### src/rtl/sixteen_way_arbiter_pkg.sv
// Shared types and constants for the sixteen-way round-robin arbiter.
// The round-robin search helper lives here so the top stays a plain FSM.
package sixteen_way_arbiter_pkg;

    localparam int NUM_REQ          = 16;
    localparam int ID_W             = 4;
    localparam int DEFAULT_MAX_HOLD = 8;

    typedef enum logic {
        IDLE  = 1'b0,
        GRANT = 1'b1
    } state_t;

    typedef struct packed {
        logic            found;
        logic [ID_W-1:0] idx;
    } pick_t;

    // First set bit at or after ptr+1, wrapping; ptr itself is checked last.
    // Walking from the far end lets the nearest hit overwrite earlier ones.
    function automatic pick_t rr_pick(input logic [NUM_REQ-1:0] req,
                                      input logic [ID_W-1:0]    ptr);
        pick_t           p;
        logic [ID_W-1:0] idx;
        p = '0;
        for (int k = NUM_REQ; k >= 1; k--) begin
            idx = ptr + ID_W'(k);
            if (req[idx]) begin
                p.found = 1'b1;
                p.idx   = idx;
            end
        end
        return p;
    endfunction

endpackage

### src/rtl/sixteen_way_arbiter_grant_decoder.sv
// One-hot grant decoder: 4-bit holder index plus enable to a 16-bit grant.
module grant_decoder
    import sixteen_way_arbiter_pkg::*;
(
    input  logic [ID_W-1:0]    id,
    input  logic               en,
    output logic [NUM_REQ-1:0] onehot
);

    assign onehot = en ? (NUM_REQ'(1) << id) : '0;

endmodule

### src/rtl/sixteen_way_arbiter.sv
// Sixteen-way round-robin arbiter with hold-until-release grants.
// Define ARB_TIMEOUT_EN to revoke a grant after MAX_HOLD cycles and pulse timeout.
module sixteen_way_arbiter
    import sixteen_way_arbiter_pkg::*;
#(
    parameter int MAX_HOLD = DEFAULT_MAX_HOLD
) (
    input  logic               clk,
    input  logic               rst,
    input  logic [NUM_REQ-1:0] req,
    input  logic               rel,       // holder's release pulse (release is a reserved word)
    output logic [NUM_REQ-1:0] gnt,
    output logic [ID_W-1:0]    gnt_id,
    output logic               gnt_valid,
    output logic               timeout
);

    if (MAX_HOLD < 2 || MAX_HOLD > 255) begin : g_bad_max_hold
        $error("MAX_HOLD must lie in 2..255");
    end

    state_t             state_q, state_d;
    logic [ID_W-1:0]    ptr_q, ptr_d;
    logic [ID_W-1:0]    id_q, id_d;
    logic [NUM_REQ-1:0] search_req;
    pick_t              pick;
    logic               held;
    logic               forced;
    logic               end_grant;
    logic               new_grant;

    // The holder keeps the resource only while it still requests and has not released.
    assign held       = req[id_q] & ~rel;
    assign end_grant  = (state_q == GRANT) & (~held | forced);
    assign search_req = (state_q == GRANT) ? (req & ~(NUM_REQ'(1) << id_q)) : req;
    assign pick       = rr_pick(search_req, ptr_q);

    always_comb begin
        // NOTE: every signal gets a default first so no path leaves it unassigned (no latch).
        state_d   = state_q;
        ptr_d     = ptr_q;
        id_d      = id_q;
        new_grant = 1'b0;
        case (state_q)
            IDLE: begin
                if (pick.found) begin
                    state_d   = GRANT;
                    new_grant = 1'b1;
                end
            end
            GRANT: begin
                if (end_grant) begin
                    state_d   = pick.found ? GRANT : IDLE;
                    new_grant = pick.found;
                end
            end
            default: state_d = IDLE;
        endcase
        if (new_grant) begin
            id_d  = pick.idx;
            ptr_d = pick.idx;
        end
    end

    // NOTE: sequential state uses non-blocking assignments so every register samples pre-edge values.
    always_ff @(posedge clk or posedge rst) begin
        if (rst) begin
            state_q <= IDLE;
            ptr_q   <= ID_W'(NUM_REQ - 1);
            id_q    <= '0;
        end else begin
            state_q <= state_d;
            ptr_q   <= ptr_d;
            id_q    <= id_d;
        end
    end

`ifdef ARB_TIMEOUT_EN
    localparam logic [7:0] HOLD_LAST = 8'(MAX_HOLD - 1);

    logic [7:0] hold_q;
    logic       timeout_q;

    // hold_q counts completed cycles of the current grant; the last allowed cycle forces hand-off.
    assign forced = (state_q == GRANT) & held & (hold_q == HOLD_LAST);

    always_ff @(posedge clk or posedge rst) begin
        if (rst) begin
            hold_q    <= '0;
            timeout_q <= 1'b0;
        end else begin
            timeout_q <= forced;
            if (new_grant) begin
                hold_q <= '0;
            end else if (state_q == GRANT) begin
                hold_q <= hold_q + 8'd1;
            end
        end
    end

    assign timeout = timeout_q;
`else
    assign forced  = 1'b0;
    assign timeout = 1'b0;
`endif

    assign gnt_id    = id_q;
    assign gnt_valid = (state_q == GRANT);

    grant_decoder u_grant_decoder (
        .id     (id_q),
        .en     (gnt_valid),
        .onehot (gnt)
    );

endmodule

### config.mk
export PLATFORM = sky130hd
export DESIGN_NAME = sixteen_way_arbiter
export DESIGN_NICKNAME = d
export VERILOG_FILES = /design/src/rtl/sixteen_way_arbiter_pkg.sv /design/src/rtl/sixteen_way_arbiter_grant_decoder.sv /design/src/rtl/sixteen_way_arbiter.sv
export SDC_FILE = /design/constraint.sdc
export NUM_CORES = 1
export LEC_CHECK = 0
export CAP_MARGIN = 20
export CORE_MARGIN = 3
export CORE_UTILIZATION = 30
export CTS_BUF_LIST = sky130_fd_sc_hd__clkbuf_16
export DETAILED_ROUTE_END_ITERATION = 16
export PLACE_DENSITY = 0.46
export SYNTH_ARGS = -nofsm -noshare
export SYNTH_HDL_FRONTEND = slang
export SYNTH_SLANG_ARGS = --single-unit
### constraint.sdc
create_clock -name clk -period 3.45 [get_ports clk]
set_input_delay 0.69 -clock clk [delete_from_list [all_inputs] [get_ports clk]]
set_output_delay 0.69 -clock clk [all_outputs]
set_load 0.05 [all_outputs]
* Word-level counts from Yosys, hierarchy flattened
Index checks and enable logic that the tools add are counted.
** Storage, ports and cells
- Register bits after elaboration :: 9
- Bits of input ports :: 19
- Output and inout bits :: 22
- Word-level logic and storage cells :: 100
** Operators by class
- Add/sub/neg operators :: 15
- Order comparisons :: 17
- Shift-type cells :: 1
- Multiplexer cells :: 57
- Bitwise operators :: 7
** Operators with widths (count)
- less-than comparator 4 x 5 -> 1 bit, second input constant :: 17
- two-way mux 5 bit :: 16
- binary-select mux 1 bit (select 4 bit) :: 17
- adder 4 bit, second input constant :: 8
- two-way mux 16 bit :: 2
- two-way mux 1 bit :: 20
- adder 4 x 3 -> 4 bit, second input constant :: 4
- AND 16 bit :: 1
- NOT 16 bit :: 1
- left shift 1 x 4 -> 16 bit, first input constant :: 1
- adder 4 x 2 -> 4 bit, second input constant :: 2
- adder 4 x 1 -> 4 bit, second input constant :: 1
- one-hot mux 1 bit (2 select lines) :: 2
- NOT 1 bit :: 3
- AND 1 bit :: 2

* Depth between registers and ports, before layout
Gate-level depths: netlist of the first run.
- Depth in word-level cells :: 25
- Gate-level depth with buffers :: 16

* Modules after synthesis
From an unflattened synthesis of the first run, not the netlist that was laid out.
** Second synthesis, totals
- Cells, all modules :: 415
- Area, all modules :: 3499.6 um^2
** Modules (own cells, without submodules)
- sixteen_way_arbiter :: times used 1, cells an instance 392, area an instance 3379.5 um^2
- grant_decoder :: times used 1, cells an instance 23, area an instance 120.1 um^2

* Worst setup path after synthesis of the first run
Ideal clock, no wire load.
- Path kind :: flip-flop to flip-flop
- Start point :: register id_q[1] (netlist: gnt_id[1])
- End point :: register id_q[2] (netlist: gnt_id[2])
- Setup time :: 123 ps
- Arrival :: 3591 ps
- Data required time :: 3327 ps
- Slack :: -264 ps
- Cell stages (with the launch flop) :: 13
- Buffers on the path :: 2
- Clock period less this slack :: 3714 ps
- Cells stage by stage :: dfrtp_1 > buf_6 > or2_1 > buf_4 > nor2_1 > o221ai_1 > and4_1 > mux2i_4 > nand2_2 > or3_1 > a2111oi_2 > o31a_1 > o21ai_1
** Between the ends
- Longest elaborated chain between the ends :: 24
** RTL lines
- start, declared :: line sixteen_way_arbiter.sv:24 : logic [ID_W-1:0] id_q, id_d;
- start signal, assigned :: line sixteen_way_arbiter.sv:74 : id_q <= id_d;
- left shift 1 x 4 -> 16 bit :: line sixteen_way_arbiter.sv:35 : assign search_req = (state_q == GRANT) ? (req & ~(NUM_REQ'(1) << id_q)) : req;
- NOT 16 bit :: line sixteen_way_arbiter.sv:35
- AND 16 bit :: line sixteen_way_arbiter.sv:35
- two-way mux 16 bit :: line sixteen_way_arbiter.sv:35
- binary-select mux 1 bit (select 4 bit) :: line sixteen_way_arbiter_pkg.sv:28 : if (req[idx]) begin
- two-way mux 1 bit (not written as such) :: line sixteen_way_arbiter_pkg.sv:28
- two-way mux 5 bit (16 in a row) :: line sixteen_way_arbiter_pkg.sv:28
- two-way mux 1 bit, on equally long branches :: line sixteen_way_arbiter.sv:52, sixteen_way_arbiter.sv:46
- one-hot mux 1 bit (2 select lines) :: line sixteen_way_arbiter.sv:44 : case (state_q)
Several ways; a longest one is shown, not always the timed one. The select of a mux whose other input is x is not followed.
A chain may end at the register's enable or synchronous reset.

* Worst setup path after layout of the first run
- Start point :: register ptr_q[0]
- End point :: register id_q[2] (netlist: gnt_id[2])
** Between the ends
- Longest elaborated chain between the ends :: 20
** RTL lines
- start, declared :: line sixteen_way_arbiter.sv:23 : logic [ID_W-1:0] ptr_q, ptr_d;
- start signal, assigned :: line sixteen_way_arbiter.sv:69 : ptr_q <= ID_W'(NUM_REQ - 1);
- start signal, assigned :: line sixteen_way_arbiter.sv:73 : ptr_q <= ptr_d;
- adder 4 bit / binary-select mux 1 bit (select 4 bit) (equally long branches) :: line sixteen_way_arbiter_pkg.sv:27, sixteen_way_arbiter_pkg.sv:28
- binary-select mux 1 bit (select 4 bit) / two-way mux 1 bit (equally long branches) :: line sixteen_way_arbiter_pkg.sv:28
- two-way mux 1 bit (not written as such) / two-way mux 5 bit (equally long branches) :: line sixteen_way_arbiter_pkg.sv:28
- two-way mux 5 bit (14 in a row) :: line sixteen_way_arbiter_pkg.sv:28
- two-way mux 5 bit (*) :: line sixteen_way_arbiter_pkg.sv:28
- two-way mux 1 bit, on equally long branches :: line sixteen_way_arbiter.sv:52, sixteen_way_arbiter.sv:46
- one-hot mux 1 bit (2 select lines) :: line sixteen_way_arbiter.sv:44
Mark *: on every way between the ends. The rest lies on a longest branch, timed or not. The select of a mux whose other input is x is not followed.

==> results of run 1 <==
## critical path, delay by kind of cell (launching register included)
family	cells	cell delay (ps)
mux	2	1080
buf+inv	3	420
compound gates	4	550
simple gates	1	330
fa+ha+maj	1	310
flops	1	530
## synth_stat cells (3+ instances only)
cell type / count / area share [%]
sky130_fd_sc_hd__a211oi_1: 3 / 0.66
sky130_fd_sc_hd__a21oi_1: 6 / 0.88
sky130_fd_sc_hd__a221oi_1: 5 / 1.3
sky130_fd_sc_hd__a22oi_1: 8 / 1.8
sky130_fd_sc_hd__and2_1: 4 / 0.73
sky130_fd_sc_hd__and4_1: 3 / 0.77
sky130_fd_sc_hd__buf_2: 5 / 0.73
sky130_fd_sc_hd__buf_4: 7 / 1.5
sky130_fd_sc_hd__buf_6: 3 / 0.99
sky130_fd_sc_hd__clkbuf_1: 8 / 0.88
sky130_fd_sc_hd__dfrtp_1: 5 / 3.6
sky130_fd_sc_hd__dfstp_2: 4 / 3.1
sky130_fd_sc_hd__ha_1: 7 / 2.6
sky130_fd_sc_hd__inv_1: 9 / 0.99
sky130_fd_sc_hd__mux2i_1: 16 / 4.7
sky130_fd_sc_hd__mux2i_4: 4 / 2.6
sky130_fd_sc_hd__mux4_1: 13 / 10
sky130_fd_sc_hd__mux4_2: 19 / 12
sky130_fd_sc_hd__nand2_1: 47 / 5.1
sky130_fd_sc_hd__nand2b_1: 6 / 1.1
sky130_fd_sc_hd__nand3_1: 7 / 1.0
sky130_fd_sc_hd__nor2_1: 37 / 4.1
sky130_fd_sc_hd__nor2b_1: 3 / 0.55
sky130_fd_sc_hd__nor3_1: 9 / 1.3
sky130_fd_sc_hd__o211ai_1: 6 / 1.3
sky130_fd_sc_hd__o21ai_0: 17 / 2.5
sky130_fd_sc_hd__o21ai_1: 11 / 1.6
sky130_fd_sc_hd__o21ai_4: 3 / 1.4
sky130_fd_sc_hd__o221a_2: 7 / 2.3
sky130_fd_sc_hd__o221ai_1: 16 / 4.1
sky130_fd_sc_hd__o22ai_1: 3 / 0.55
sky130_fd_sc_hd__o31ai_1: 4 / 0.88
sky130_fd_sc_hd__or3_1: 3 / 0.55
sky130_fd_sc_hd__xnor2_1: 9 / 2.3
sky130_fd_sc_hd__xor2_1: 3 / 0.77
## layout make-up
| type | instances | area (um2) |
|---|---|---|
| multi-input cells | 345 | 3310 |
| repair buffers | 198 | 1660 |
| fillers | 1039 | 5490 |
| clock inverters | 1 | 3.75 |
| flip-flops and latches | 9 | 234 |
| inverters | 11 | 41.3 |
| well taps | 140 | 175 |
| clock buffers | 3 | 75.1 |
## worst paths after layout
| path | from | endpoint | slack, ps | cells past startpoint |
|---|---|---|---|---|
| max | ptr_q[0] | gnt_id[2] | 90 | 11 |
| min | ptr_q[1] | ptr_q[1] | 650 | 3 |
| max reg2reg | ptr_q[0] | gnt_id[2] | 90 | 11 |
| min reg2reg | ptr_q[1] | ptr_q[1] | 650 | 3 |
| max in group asynchronous | rst | ptr_q[2] | 2430 | 2 |
| min in group asynchronous | rst | gnt_id[1] | 720 | 2 |
## per-layer routing
| metal | global-route usage [%] | share of wire (%) | up-vias |
|---|---|---|---|
| met2 | 40.7 | 49 | 196 |
| met5 | 0 | 0 | - |
| met3 | 1.18 | 5.4 | 35 |
| met4 | 4.25 | 2.6 | 0 |
| li1 | - | - | 1937 |
| met1 | 32.1 | 43 | 2034 |
## what timing repair did
item / CTS / global route
cloned: 1 / 1
gates resized for setup: 23 / 35
pin swaps: 3 / 17
setup buffers: 5 / 8
setup endpoints to repair: 8 / 8
## flip-flops by register name, indices dropped and copies added (netlist names)
name / count
gnt_valid: 1
gnt_id: 4
ptr_q: 4
## through the flow
| step | setup TNS [ps] | setup WS (ps) | util [%] | hold WS, ps | instance area [um2] |
|---|---|---|---|---|---|
| floorplan | 0 | 10.7 | - | 515 | 3500 |
| global placement | -1600 | -322 | 45.9 | 668 | 5040 |
| detailed placement | -1880 | -353 | 45.9 | 670 | 5040 |
| CTS | 0 | 7.10 | 48.2 | 697 | 5300 |
| global route | -33.3 | -18.8 | 50.0 | 689 | 5490 |
| finish | 0 | 88.3 | 50.0 | 653 | 5490 |
## cells by family (layout without fill, tap and decap cells)
group | Yosys count | after routing | synth area share (%)
flops | 9 | 9 | 6.72
simple gates | 142 | 143 | 20.9
fa+ha+maj | 7 | 7 | 2.55
buf+inv | 37 | 213 | 5.77
mux | 56 | 56 | 31.2
other cells | 1 | 1 | 0.109
xor+xnor | 13 | 13 | 3.54
compound gates | 125 | 125 | 29.2
## layout by cell type, fill, tap and decap left out, types with 7 or more instances in the layout
cell	instances
sky130_fd_sc_hd__o21ai_0	14
sky130_fd_sc_hd__nor3_1	9
sky130_fd_sc_hd__nand2_1	45
sky130_fd_sc_hd__nor2_1	26
sky130_fd_sc_hd__mux4_2	23
sky130_fd_sc_hd__inv_1	10
sky130_fd_sc_hd__o221ai_1	16
sky130_fd_sc_hd__o21ai_2	13
sky130_fd_sc_hd__nand3_1	7
sky130_fd_sc_hd__buf_4	154
sky130_fd_sc_hd__a22oi_1	8
sky130_fd_sc_hd__nor2_2	11
sky130_fd_sc_hd__mux2i_1	13
sky130_fd_sc_hd__mux4_1	9
sky130_fd_sc_hd__xnor2_1	8
sky130_fd_sc_hd__clkdlybuf4s50_1	36
==> impl_metrics.toml, run 1 <==
[global_route]
first_global_vias = 4136
global_route_overflow = 0
grt_usage_pct = 23.3
antenna_found_initial = 0
largest_net_degree_at_the_start_of_global_routing = 32
global_route_wire_length_before_repair_um = 23600

[clock_tree]
htree_depth = 1
clock_path_buffers = 2
cts_made_buffers = 3
cts.clk_slew.worst_paths_ps = 40
tritoncts_num_sinks = 9
ctsHoldBuffers = 0
clk_latency_ps = 230
cts_root_buf = "sky130_fd_sc_hd__clkbuf_16"
cts_tree = "yes"

[worst_setup_path]
path_class = "flop to flop"
crit_path_max_incr_delay_ps = 540
crit_path_cell_trace = "inv_1 > ha_4 > buf_12 > mux4_2 > mux4_2 > buf_4 > o211a_1 > or3_1 > o2111ai_1 > o31a_1 > o21ai_1"
timing.critical_path.arrival_ps = 3470
critPathLaunchType = "flop"
worst_ep_required_time_ps = 3560
critical_path.slowest_cell = "sky130_fd_sc_hd__mux4_2"
path_max_fanout = 24
timing.critical_path.to_type = "flop"
worst_path_most_repeated_cell = "sky130_fd_sc_hd__mux4_2"

[floorplanning]
initial_utilization_pct = 31.2
floorplan.rows = 38
die_y_um = 113
die_width_um = 113
boundary_pins = 41
die-area_um2 = 12700
fp.coreArea_um2 = 11000

[route]
wirelength_um = 15300
drt_pass1_iterations = 5
detailroute.via_count = 4202
route.detailed.wl_per_inst_um = 21.7
drcViolationCount = 0
route.detailed.vias_per_inst = 5.94
detailed_router_s_first_iteration_violation_count = 235
postRouteAntennaNets = 0

[synth]
synthesis.nets = 416
synth-main-ff-cell = "sky130_fd_sc_hd__dfrtp_1"
postSynthRegisterBits = 9
post_synth_inst_count = 390
synth-edff-count = 0
synth.yosys.warnings = 0
synth.avg_cell_area_um2 = 8.79
synthesis.area_um2 = 3430
postSynth.asyncResetShare_pct = 100
synthDistinctLibCells = 84
synth_seq_area_share_pct = 6.72

[layout]
layout-drive-gt1-share_pct = 49.4
num_antenna_cells = 0
area_growth_synth_to_finish_pct = 60.2
layout.nets = 594
final_cell_count_no_fill = 707

[status]
run_status = "completed"

[timing]
post-route-period-util_pct = 97.4
setup_viol = 0
slew_headroom_pct = 53.7
final_hold_viol_count = 0
finalMaxSlewViolations = 0
setup_repair_after_global_routing_missed_its_margin = "true"
worst_pin_slew_ps = 690
skew_ps = 1.75
layout_min_cycle_time_ps = 3360
fmaxAchievable_ghz = 0.297

[placed_design]
gp_congestion = 0.933
io_buffer_count = 39
detailedPlacementHpwl_um = 12100
numPlacedInstances = 689

[worst_hold_path]
holdCritPathClass = "flop to flop"

[flow_run]
max_cap_violations = 0
Power of run 1 is left out: the tool's default activity adds up to more than one toggle a clock period on the data nets, which glitch-free logic cannot reach.
==> run 2, diff against run 1 <==
--- a/config.mk
+++ b/config.mk
@@ -6,7 +6,7 @@
 export NUM_CORES = 1
 export LEC_CHECK = 0
 export CAP_MARGIN = 20
-export CORE_MARGIN = 3
+export CORE_MARGIN = 1.5
 export CORE_UTILIZATION = 30
 export CTS_BUF_LIST = sky130_fd_sc_hd__clkbuf_16
 export DETAILED_ROUTE_END_ITERATION = 16
==> impl_metrics.toml, run 2 (synthesized netlist as in run 1, its figures left out) <==
[status]
run_status = "completed"

[layout]
layout.nets = 577
most-common-layout-cells = "137 x sky130_fd_sc_hd__buf_4, 44 x sky130_fd_sc_hd__nand2_1, 36 x sky130_fd_sc_hd__clkdlybuf4s50_1"
num-fill-cells = 1043
num_antenna_cells = 0
mostFrequentLayoutCell = "sky130_fd_sc_hd__buf_4"
layout-drive-gt1-share_pct = 48.9
area_growth_synth_to_finish_pct = 57.8

[clock_tree]
clock_path_buffers = 2
clk_latency_ps = 230
ctsHoldBuffers = 0
cts_made_buffers = 3
cts_root_buf = "sky130_fd_sc_hd__clkbuf_16"
htree_depth = 1
cts.clk_slew.worst_paths_ps = 40
tritoncts_num_sinks = 9
cts_tree = "yes"

[worst_setup_path]
worst_path_most_repeated_cell = "sky130_fd_sc_hd__mux4_2"
worst_ep_required_time_ps = 3570
path_max_fanout = 21
critical_path.slowest_cell = "sky130_fd_sc_hd__mux4_2"
cp.buffers_inverters = 2
crit_path_cell_trace = "inv_1 > ha_4 > buf_12 > mux4_2 > mux4_2 > o211a_1 > or3_1 > o2111ai_1 > o31a_1 > o21ai_1"
timing.critical_path.to_type = "flop"
path_class = "flop to flop"
crit_path_max_incr_delay_ps = 560
crit_family = "multiplexers"
timing.critical_path.arrival_ps = 3470
critPathLaunchType = "flop"

[floorplanning]
fp.coreArea_um2 = 11000
die_y_um = 110
boundary_pins = 41
die-area_um2 = 12100
die_width_um = 110
initial_utilization_pct = 31.2
floorplan.rows = 38

[global_route]
global_route_wire_length_before_repair_um = 23000
antenna_found_initial = 0
global_route_overflow = 0
largest_net_degree_at_the_start_of_global_routing = 23
grt_usage_pct = 25.3
first_global_vias = 4056

[route]
route.detailed.wl_per_inst_um = 21.8
wirelength_um = 15000
postRouteAntennaNets = 0
detailroute.via_count = 4137
detailed_router_s_first_iteration_violation_count = 221
route.detailed.vias_per_inst = 6.00
drcViolationCount = 0
drt_pass1_iterations = 5

[timing]
setup_viol = 0
skew_ps = 0.515
fmaxAchievable_ghz = 0.298
final_hold_viol_count = 0
post-route-period-util_pct = 97.2
slew_headroom_pct = 60.3
hold_slack_ps = 664
worst_pin_slew_ps = 591
layout_min_cycle_time_ps = 3350
finalMaxSlewViolations = 0

[placed_design]
io_buffer_count = 39
gp_congestion = 0.923
detailedPlacementHpwl_um = 11800

[flow_run]
max_cap_violations = 0

[worst_hold_path]
holdCritPathClass = "flop to flop"
## run 2: cell types whose count changed in the layout (fill, tap and decap cells not counted), moves of 2 or more
cell | previous run | this run
sky130_fd_sc_hd__o221a_4 | 2 | 0
sky130_fd_sc_hd__o21ai_4 | 3 | 6
sky130_fd_sc_hd__mux2i_4 | 5 | 7
sky130_fd_sc_hd__o221a_2 | 5 | 7
sky130_fd_sc_hd__buf_4 | 154 | 137
sky130_fd_sc_hd__nand2_2 | 3 | 5
sky130_fd_sc_hd__o21ai_2 | 13 | 10
## run 2: layout make-up
| class | count | area, um2 | share of cell area, % |
|---|---|---|---|
| inverter | 11 | 41.3 | 0.763 |
| clock buffer | 3 | 75.1 | 1.39 |
| tap | 140 | 175 | 3.24 |
| multi-input combinational | 344 | 3350 | 62.0 |
| sequential | 9 | 234 | 4.33 |
| clock inverter | 1 | 3.75 | 0.0694 |
| timing repair buffer | 182 | 1530 | 28.2 |
## run 2: tightest hold or removal path, cell delays in order (launching register included)
cell,delay [ps]
sky130_fd_sc_hd__dfstp_2,380
sky130_fd_sc_hd__buf_12,160
sky130_fd_sc_hd__nand2_1,60
sky130_fd_sc_hd__nand2_1,50
## run 2: routing by layer
layer	GRT usage, %	vias up	part of all wire (%)
met5	0	-	0
met4	9.37	0	3.1
met3	3.32	29	5.6
met2	40.3	171	47
met1	34.8	2047	44
li1	-	1890	-
## run 2: final timing paths
kind	start	to	slack [ps]	cells after the start
min in group asynchronous	rst	gnt_id[2]	720	2
min	ptr_q[1]	ptr_q[1]	660	3
max reg2reg	ptr_q[0]	gnt_id[2]	100	10
min reg2reg	ptr_q[1]	ptr_q[1]	660	3
max	ptr_q[0]	gnt_id[2]	100	10
max in group asynchronous	rst	ptr_q[1]	2440	2
## run 2: through the flow
stage	worst slack [ps]	cells	util, %	TNS [ps]	area (um2)
after floorplan	10.7	390	-	0	3500
after global placement	-358	675	44.7	-1950	4910
after detailed placement	-358	675	44.7	-1940	4910
after CTS	-44.5	681	46.0	-44.5	5060
after global routing	-30.7	690	49.2	-47.0	5410
final	97.5	690	49.2	0	5410
## run 2: what timing repair did
item | 4_1_cts | 5_1_grt
gates cloned | 1 | 1
gates resized for setup | 7 | 62
pin swaps | 0 | 6
buffers inserted | 1 | 8
setup endpoints to repair | 8 | 8
Power of run 2 is left out for the same reason.
